$ cat src/rtl/rle_stream_scheduler.sv
// rle_stream_scheduler
// Shares one RLE decoder between NUM_REQ filter channels. A round-robin
// arbiter picks a pending 3-word run-length packet and latches it onto the
// decoder stream inputs. The block then strobes the decoder's new-image load
// and gates the decoder enable for exactly the packet's total run length,
// stalling while the downstream FIFO reports full.
module rle_stream_scheduler #(
  parameter int NUM_REQ = 3,
  parameter int WORD_W  = 13
) (
  input  logic                        CLK,
  input  logic                        RESET_N,
  input  logic [NUM_REQ-1:0]          req_valid,
  input  logic [NUM_REQ*3*WORD_W-1:0] req_stream,
  output logic [NUM_REQ-1:0]          req_ack,
  input  logic                        fifo_full,
  output logic [WORD_W-1:0]           dec_stream1,
  output logic [WORD_W-1:0]           dec_stream2,
  output logic [WORD_W-1:0]           dec_stream3,
  output logic                        dec_new_im,
  output logic                        dec_enable,
  output logic [2:0]                  grant_id,
  output logic                        busy,
  output logic                        pkt_done
);

  // Three words of WORD_W bits sum without overflow in WORD_W+2 bits.
  localparam int CNT_W = WORD_W + 2;
  localparam int PKT_W = 3 * WORD_W;

  typedef enum logic [1:0] {
    ST_IDLE = 2'd0,
    ST_LOAD = 2'd1,
    ST_RUN  = 2'd2,
    ST_DONE = 2'd3
  } state_t;

  state_t              state_q, state_d;
  logic [2:0]          ptr_q, ptr_d;
  logic [CNT_W-1:0]    cnt_q, cnt_d;
  logic [WORD_W-1:0]   s1_q, s1_d;
  logic [WORD_W-1:0]   s2_q, s2_d;
  logic [WORD_W-1:0]   s3_q, s3_d;
  logic [2:0]          grant_q, grant_d;
  logic [NUM_REQ-1:0]  ack_q, ack_d;
  logic                new_im_q, new_im_d;
  logic                busy_q, busy_d;
  logic                done_q, done_d;

  logic [2*NUM_REQ-1:0] dbl_valid_s;
  logic [NUM_REQ-1:0]   rot_valid_s;
  logic                 sel_found_s;
  logic [2:0]           sel_idx_s;
  logic [PKT_W-1:0]     sel_pkt_s;
  logic [CNT_W-1:0]     sel_sum_s;

  // Round-robin pick: rotate the request vector so the pointer sits at bit 0,
  // then take the lowest set bit and map it back to a channel index.
  always_comb begin
    dbl_valid_s = {req_valid, req_valid};
    rot_valid_s = NUM_REQ'(dbl_valid_s >> ptr_q);
    sel_found_s = 1'b0;
    sel_idx_s   = 3'd0;
    for (int i = 0; i < NUM_REQ; i++) begin
      sel_idx_s   = (!sel_found_s && rot_valid_s[i]) ? 3'((int'(ptr_q) + i) % NUM_REQ) : sel_idx_s;
      sel_found_s = sel_found_s | rot_valid_s[i];
    end
    sel_pkt_s = PKT_W'(req_stream >> (int'(sel_idx_s) * PKT_W));
    sel_sum_s = CNT_W'(sel_pkt_s[WORD_W-1:0])
              + CNT_W'(sel_pkt_s[2*WORD_W-1:WORD_W])
              + CNT_W'(sel_pkt_s[3*WORD_W-1:2*WORD_W]);
  end

  // Next-state and next-output computation for the scheduling FSM.
  always_comb begin
    state_d = state_q;
    ptr_d   = ptr_q;
    cnt_d   = cnt_q;
    s1_d    = s1_q;
    s2_d    = s2_q;
    s3_d    = s3_q;
    grant_d = grant_q;
    ack_d   = {NUM_REQ{1'b0}};
    case (state_q)
      ST_IDLE: begin
        if (sel_found_s) begin
          ack_d   = NUM_REQ'(1'b1) << sel_idx_s;
          s1_d    = sel_pkt_s[WORD_W-1:0];
          s2_d    = sel_pkt_s[2*WORD_W-1:WORD_W];
          s3_d    = sel_pkt_s[3*WORD_W-1:2*WORD_W];
          grant_d = sel_idx_s;
          ptr_d   = (sel_idx_s == 3'(NUM_REQ - 1)) ? 3'd0 : (sel_idx_s + 3'd1);
          cnt_d   = sel_sum_s;
          state_d = ST_LOAD;
        end else begin
          state_d = ST_IDLE;
        end
      end
      ST_LOAD: begin
        if (cnt_q != {CNT_W{1'b0}}) begin
          state_d = ST_RUN;
        end else begin
          state_d = ST_DONE;
        end
      end
      ST_RUN: begin
        // A full FIFO freezes the count; there is deliberately no timeout.
        if (!fifo_full) begin
          cnt_d = cnt_q - CNT_W'(1'b1);
          if (cnt_q == CNT_W'(1'b1)) begin
            state_d = ST_DONE;
          end else begin
            state_d = ST_RUN;
          end
        end else begin
          cnt_d   = cnt_q;
          state_d = ST_RUN;
        end
      end
      ST_DONE: begin
        state_d = ST_IDLE;
      end
      default: begin
        state_d = ST_IDLE;
      end
    endcase
    new_im_d = (state_d == ST_LOAD);
    busy_d   = (state_d != ST_IDLE);
    done_d   = (state_d == ST_DONE);
  end

  // State and registered outputs; reset aborts any packet in flight.
  always_ff @(posedge CLK) begin
    if (!RESET_N) begin
      state_q  <= ST_IDLE;
      ptr_q    <= 3'd0;
      cnt_q    <= {CNT_W{1'b0}};
      s1_q     <= {WORD_W{1'b1}};
      s2_q     <= {WORD_W{1'b1}};
      s3_q     <= {WORD_W{1'b1}};
      grant_q  <= 3'd0;
      ack_q    <= {NUM_REQ{1'b0}};
      new_im_q <= 1'b0;
      busy_q   <= 1'b0;
      done_q   <= 1'b0;
    end else begin
      state_q  <= state_d;
      ptr_q    <= ptr_d;
      cnt_q    <= cnt_d;
      s1_q     <= s1_d;
      s2_q     <= s2_d;
      s3_q     <= s3_d;
      grant_q  <= grant_d;
      ack_q    <= ack_d;
      new_im_q <= new_im_d;
      busy_q   <= busy_d;
      done_q   <= done_d;
    end
  end

  // Decoder enable: forced during the load cycle, follows FIFO space in RUN.
  always_comb begin
    dec_enable = new_im_q | ((state_q == ST_RUN) & ~fifo_full);
  end

  assign req_ack     = ack_q;
  assign dec_stream1 = s1_q;
  assign dec_stream2 = s2_q;
  assign dec_stream3 = s3_q;
  assign dec_new_im  = new_im_q;
  assign grant_id    = grant_q;
  assign busy        = busy_q;
  assign pkt_done    = done_q;

endmodule
$ cat config.mk
export PLATFORM = sky130hd
export DESIGN_NAME = rle_stream_scheduler
export DESIGN_NICKNAME = d
export VERILOG_FILES = /design/src/rtl/rle_stream_scheduler.sv
export SDC_FILE = /design/constraint.sdc
export NUM_CORES = 1
export LEC_CHECK = 0
export BUFFER_PORTS_ARGS = -buffer_cell sky130_fd_sc_hd__buf_2
export CAP_MARGIN = 20
export CORE_UTILIZATION = 48
export CTS_CLUSTER_DIAMETER = 150
export DETAILED_ROUTE_END_ITERATION = 10
export PLACE_DENSITY_LB_ADDON = 0.15
export SETUP_SLACK_MARGIN = 0.3
export SYNTH_ARGS = -nofsm -noshare
export SYNTH_HDL_FRONTEND = slang
export SYNTH_SLANG_ARGS = --single-unit
$ cat constraint.sdc
create_clock -name CLK -period 7 [get_ports CLK]
set_input_delay 0.7 -clock CLK [delete_from_list [all_inputs] [get_ports CLK]]
set_output_delay 0.7 -clock CLK [all_outputs]
set_load 0.01 [all_outputs]
# Yosys cells after proc, flatten, opt, wreduce, memory -nomap -nowiden
# Cells that the tools add are included.
# word_totals
register_bits	68
latch_bits	0
ramBits	0
romBits	0
input_bits	123
output_inout_bits	49
elab_cells	61
memories	0
# classes
n_addsub	6
multipliers	1
n_div	3
order_cmp	0
n_eq_ne	9
shift	3
mux	12
n_bitwise	5
reduce_logical	11
# ops
operator	n
$shr 117x9->39	1
$mod 32x3->32 const B	2
$mod 4x3->32 const B	1
$mux 15	2
$pmux 15 s2	1
$add 14x13->15	1
$eq 15x1->1 const B	1
$reduce_bool 15->1	1
$sub 15x1->15 const B	1
$add 13x13->14	1
$mux 3	4
$mul 3x6->9 const B	1
$pmux 2 s4	1
$eq 2x2->1 const B	3
$reduce_and 3->1	2
$shr 6x3->3	1
$add 3x1->4 const B	1
$add 3x2->4 const B	1
$eq 2x1->1 const B	2
$ne 2x2->1 const B	2
$reduce_bool 2->1	2
$add 3x1->3 const B	1
$eq 3x2->1 const B	1
$mux 1	3
9 further kinds	13

# Depth between registers and ports, before layout
# depth
ltp_word	11
mapped_depth	30

# Worst setup path before layout
# Ideal clock, no wire load.
# synth_path
path_type	register -> register
start	register ptr_q[0]
end	register cnt_q[11]
arrival_time_ns	6.371
required_time_ns	6.884
setup_slack_ns	0.512
stages_incl_launch_ff	29
n_path_buf	4
synth_period_minus_slack_ns	6.488
cell_sequence	dfxtp_1 -> buf_2 -> buf_1 -> inv_1 -> ha_1 -> ha_1 -> inv_1 -> ha_1 -> inv_1 -> o41ai_4 -> mux2i_1 -> or4_1 -> a32o_1 -> buf_6 -> clkbuf_1 -> a21o_1 -> a21bo_2 -> fa_1 -> inv_1 -> ha_1 -> fa_1 -> a21o_1 -> a21o_1 -> a21oi_1 -> o21ai_0 -> a211oi_1 -> xor2_1 -> o221ai_1 -> o211a_1
# synth_between
elab_chain_len	11
# synth_rtl
item	line	source
start, declared	39	logic [2:0] ptr_q, ptr_d;
start signal, assigned	148	ptr_q <= ptr_d;
branches (longest 11 deep; another with $mod 32x3->32)	n/a	
end signal, assigned	137	cnt_q <= {CNT_W{1'b0}};
end signal, assigned	149	cnt_q <= cnt_d;
end, declared	40	logic [CNT_W-1:0] cnt_q, cnt_d;
# Several ways; the timed one is not identified. The select of a mux whose other input is x is not followed.
# A chain may end at the register's enable or synchronous reset.

# Final worst setup path
# layout_path
start	register ptr_q[1]
end	register cnt_q[11]
# The elaborated chain is that of the path after synthesis.

==> qor.yml <==
outcome: "finished clean"
synthArstFlopShare_pct: 0
clock-sinks: 68
die_h_um: 114
syn-cell-area_mm2: 0.00600
drt_wl_total_um: 20100
clkSlewWorstSetupHoldPaths_ns: 0.06
wl_per_cell_um: 18.5
cts_hold_buf: 0
whs_endpoint: "cnt_q[5]"
grt_first_pass_wirelength_um: 30600
first_pass_iters: 5
post_cts.repair.setup_buffers: 0
worstSetupPathType: "reg2reg"
start_kind: "register"
ant_nets: 0
period_share_pct: 89.4
grt_pass1_vias: 6078
fin_util_pct: 60.4
synth_area_per_cell_um2: 7.72
start_util_pct: 49.5
drive_gt1_share_pct: 28.1
holdCritStartpoint: "cnt_q[5]"
nets: 1088
gp_congestion: 0.922
yosys_warnings: 0
max-clock-path-buffers: 2
synth_fp_nets: 949
synth.yosys.seq_area_share_pct: 22.7
fp-row-count: 40
drc: 0
port_buffers: 171
placed_area_mm2: 0.00699
synth_cell_types: 64
io_pins: 172
worstPathArrival_ns: 6.50
maxCapViolCount: 0
reg2regPathDepth: 26
tritoncts: "built"
reg2reg_slack_ns: 0.74
viasPerCell: 5.99
crit_path_start: "ptr_q[1]"
drt_iter0_markers: 564
crit_fanout: 9
min_path_cells: 2
syn2layout_area_growth_pct: 22.0
fmax_mhz: 160
reg2reg_to: "cnt_q[11]"
die_x_um: 114
cp.required_ns: 7.24
antenna_found_initial: 0
synth_top_area_cell: "dfxtp_1"
vias: 6527
grt_usage_pct: 30.9
yosysTopAreaCellShare_pct: 22.7
grt_start_max_net_pins: 57
min_path_type: "reg2reg"
slew_violations: 0
hold_viol: 0
min_period_ns: 6.26
die-area_mm2: 0.0129
ys.flop_type: "dfxtp_1"
fillers: 1138
clk_latency_ns: 0.35
final_cell_area_mm2: 0.00731
htreeDepth: 3
rsz0062_at_grt: "false"
worst_pin_slew_ns: 0.829
cts_resized: 0
setup_viol: 0
dp_hpwl_um: 15200
ys_ff_latch: 68
yosys-top-cells-area: "dfxtp_1, ha_1, o21ai_0, fa_1, a311oi_1"
whs_ns: 0.491
max-slew-margin-rel_pct: 44.6
cts_buffers: 9
reg2reg_from: "ptr_q[1]"
setup_tns_ns: 0
grt_remaining_overflow: 0
synthCells: 777
synth-edff-count: 0
end_kind: "register"
antenna_cells: 0
clock-root-buffer: "clkbuf_16"
core-area_mm2: 0.0121
fin_skew_ns: 0.00860
synthesized netlist by cell type (5+ instances only):
| cell type | count |
|---|---|
| nor3_1 | 37 |
| a2bb2oi_1 | 12 |
| a311oi_1 | 30 |
| fa_1 | 15 |
| nand2_1 | 60 |
| a21bo_2 | 22 |
| o31ai_1 | 8 |
| mux2i_1 | 8 |
| ha_1 | 34 |
| o21ai_0 | 71 |
| a21o_1 | 33 |
| a211oi_1 | 9 |
| and2_1 | 6 |
| dfxtp_1 | 68 |
| nand2b_1 | 6 |
| a21oi_1 | 43 |
| nand3_1 | 50 |
| inv_1 | 44 |
| o31a_1 | 12 |
| and2_4 | 8 |
| nor2_1 | 41 |
| xnor2_1 | 9 |
| clkbuf_1 | 50 |
| a21boi_0 | 11 |
| a31oi_1 | 5 |
| nor4_1 | 5 |
| mux2_2 | 5 |
| buf_2 | 8 |
| nor2b_1 | 6 |
area by class of cell:
cell class	count	area, µm²	share of cell area [%]
Clock inverter	4	48.8	0.667
Inverter	44	165	2.26
Sequential cell	68	1360	18.6
Multi-Input combinational cell	600	4240	57.9
Tap cell	168	210	2.87
Timing Repair Buffer	193	1040	14.3
Clock buffer	12	246	3.37
per-stage QoR:
stage / setup WS [ns] / instances
floorplan: 0.512 / 777
global placement: 0.829 / 1071
detailed placement: 0.623 / 1072
CTS: 0.588 / 1088
global route: 0.344 / 1089
finish: 0.744 / 1089
metal layers:
layer	up-vias	share of wire, %	track usage [%]
li1	3120	-	-
met1	3047	42	38.1
met2	298	46	50.5
met3	62	7.3	6.32
met4	0	4.4	17.0
met5	-	0	0
cell families (layout without fill, tap and decap cells):
logic type	after synthesis	in the layout	share of synthesized area [%]
buffers and inverters	109	253	7.43
adder cells (fa/ha/maj)	49	49	12.1
AND/OR/NAND/NOR	240	240	19.8
multiplexers	13	13	2.27
flip-flops	68	68	22.7
XOR/XNOR	14	14	2.17
AO/OA/AOI/OAI	284	284	33.5
placed cells by master, fill, tap and decap left out, types with 9 or more instances in the layout:
cell type / n
o21ai_0: 70
inv_1: 43
ha_1: 33
a21boi_0: 11
fa_1: 15
o31a_1: 12
dfxtp_1: 68
a311oi_1: 30
nand3_1: 50
a21oi_1: 42
nand2_1: 60
xnor2_1: 9
a211oi_1: 9
buf_2: 171
nor3_1: 37
nor2_1: 39
a21o_1: 33
buf_4: 19
a2bb2oi_1: 12
a21bo_2: 22
clkbuf_16: 9
how the worst max path moves through the flow:
| stage | cells past startpoint | to |
|---|---|---|
| final | 26 | cnt_q[11] |
| after global routing | 26 | cnt_q[11] |
| after CTS | 26 | cnt_q[11] |
| after detailed placement | 26 | cnt_q[11] |
| after global placement | 26 | cnt_q[11] |
| after floorplan | 28 | cnt_q[11] |
flip-flops by register name (all words and copies together) (netlist names):
| signal | flops |
|---|---|
| dec_stream3 | 13 |
| pkt_done | 1 |
| ptr_q | 3 |
| dec_stream2 | 13 |
| cnt_q | 15 |
| req_ack | 3 |
| grant_id | 3 |
| dec_stream1 | 13 |
| dec_new_im | 1 |
| busy | 1 |
| state_q | 2 |
worst max-delay path, stage by stage, from the launching register on:
cell      delay (ns)
dfxtp_1         0.41
ha_2            0.25
xnor2_1         0.10
a21oi_2         0.17
ha_1            0.22
inv_1           0.05
ha_1            0.28
inv_1           0.06
o41ai_4         0.37
mux2i_1         0.15
or4_1           0.52
a32o_2          0.33
buf_4           0.19
a21o_1          0.18
a21bo_2         0.23
fa_1            0.50
inv_1           0.05
ha_1            0.21
fa_1            0.42
a21o_1          0.20
a21o_1          0.19
a21oi_1         0.19
o21ai_1         0.13
a211oi_1        0.30
xor2_1          0.19
o221ai_1        0.14
o211a_1         0.14
Power is not shown: default switching activity piles up to over one toggle a cycle in this logic, so the estimate is an artifact.
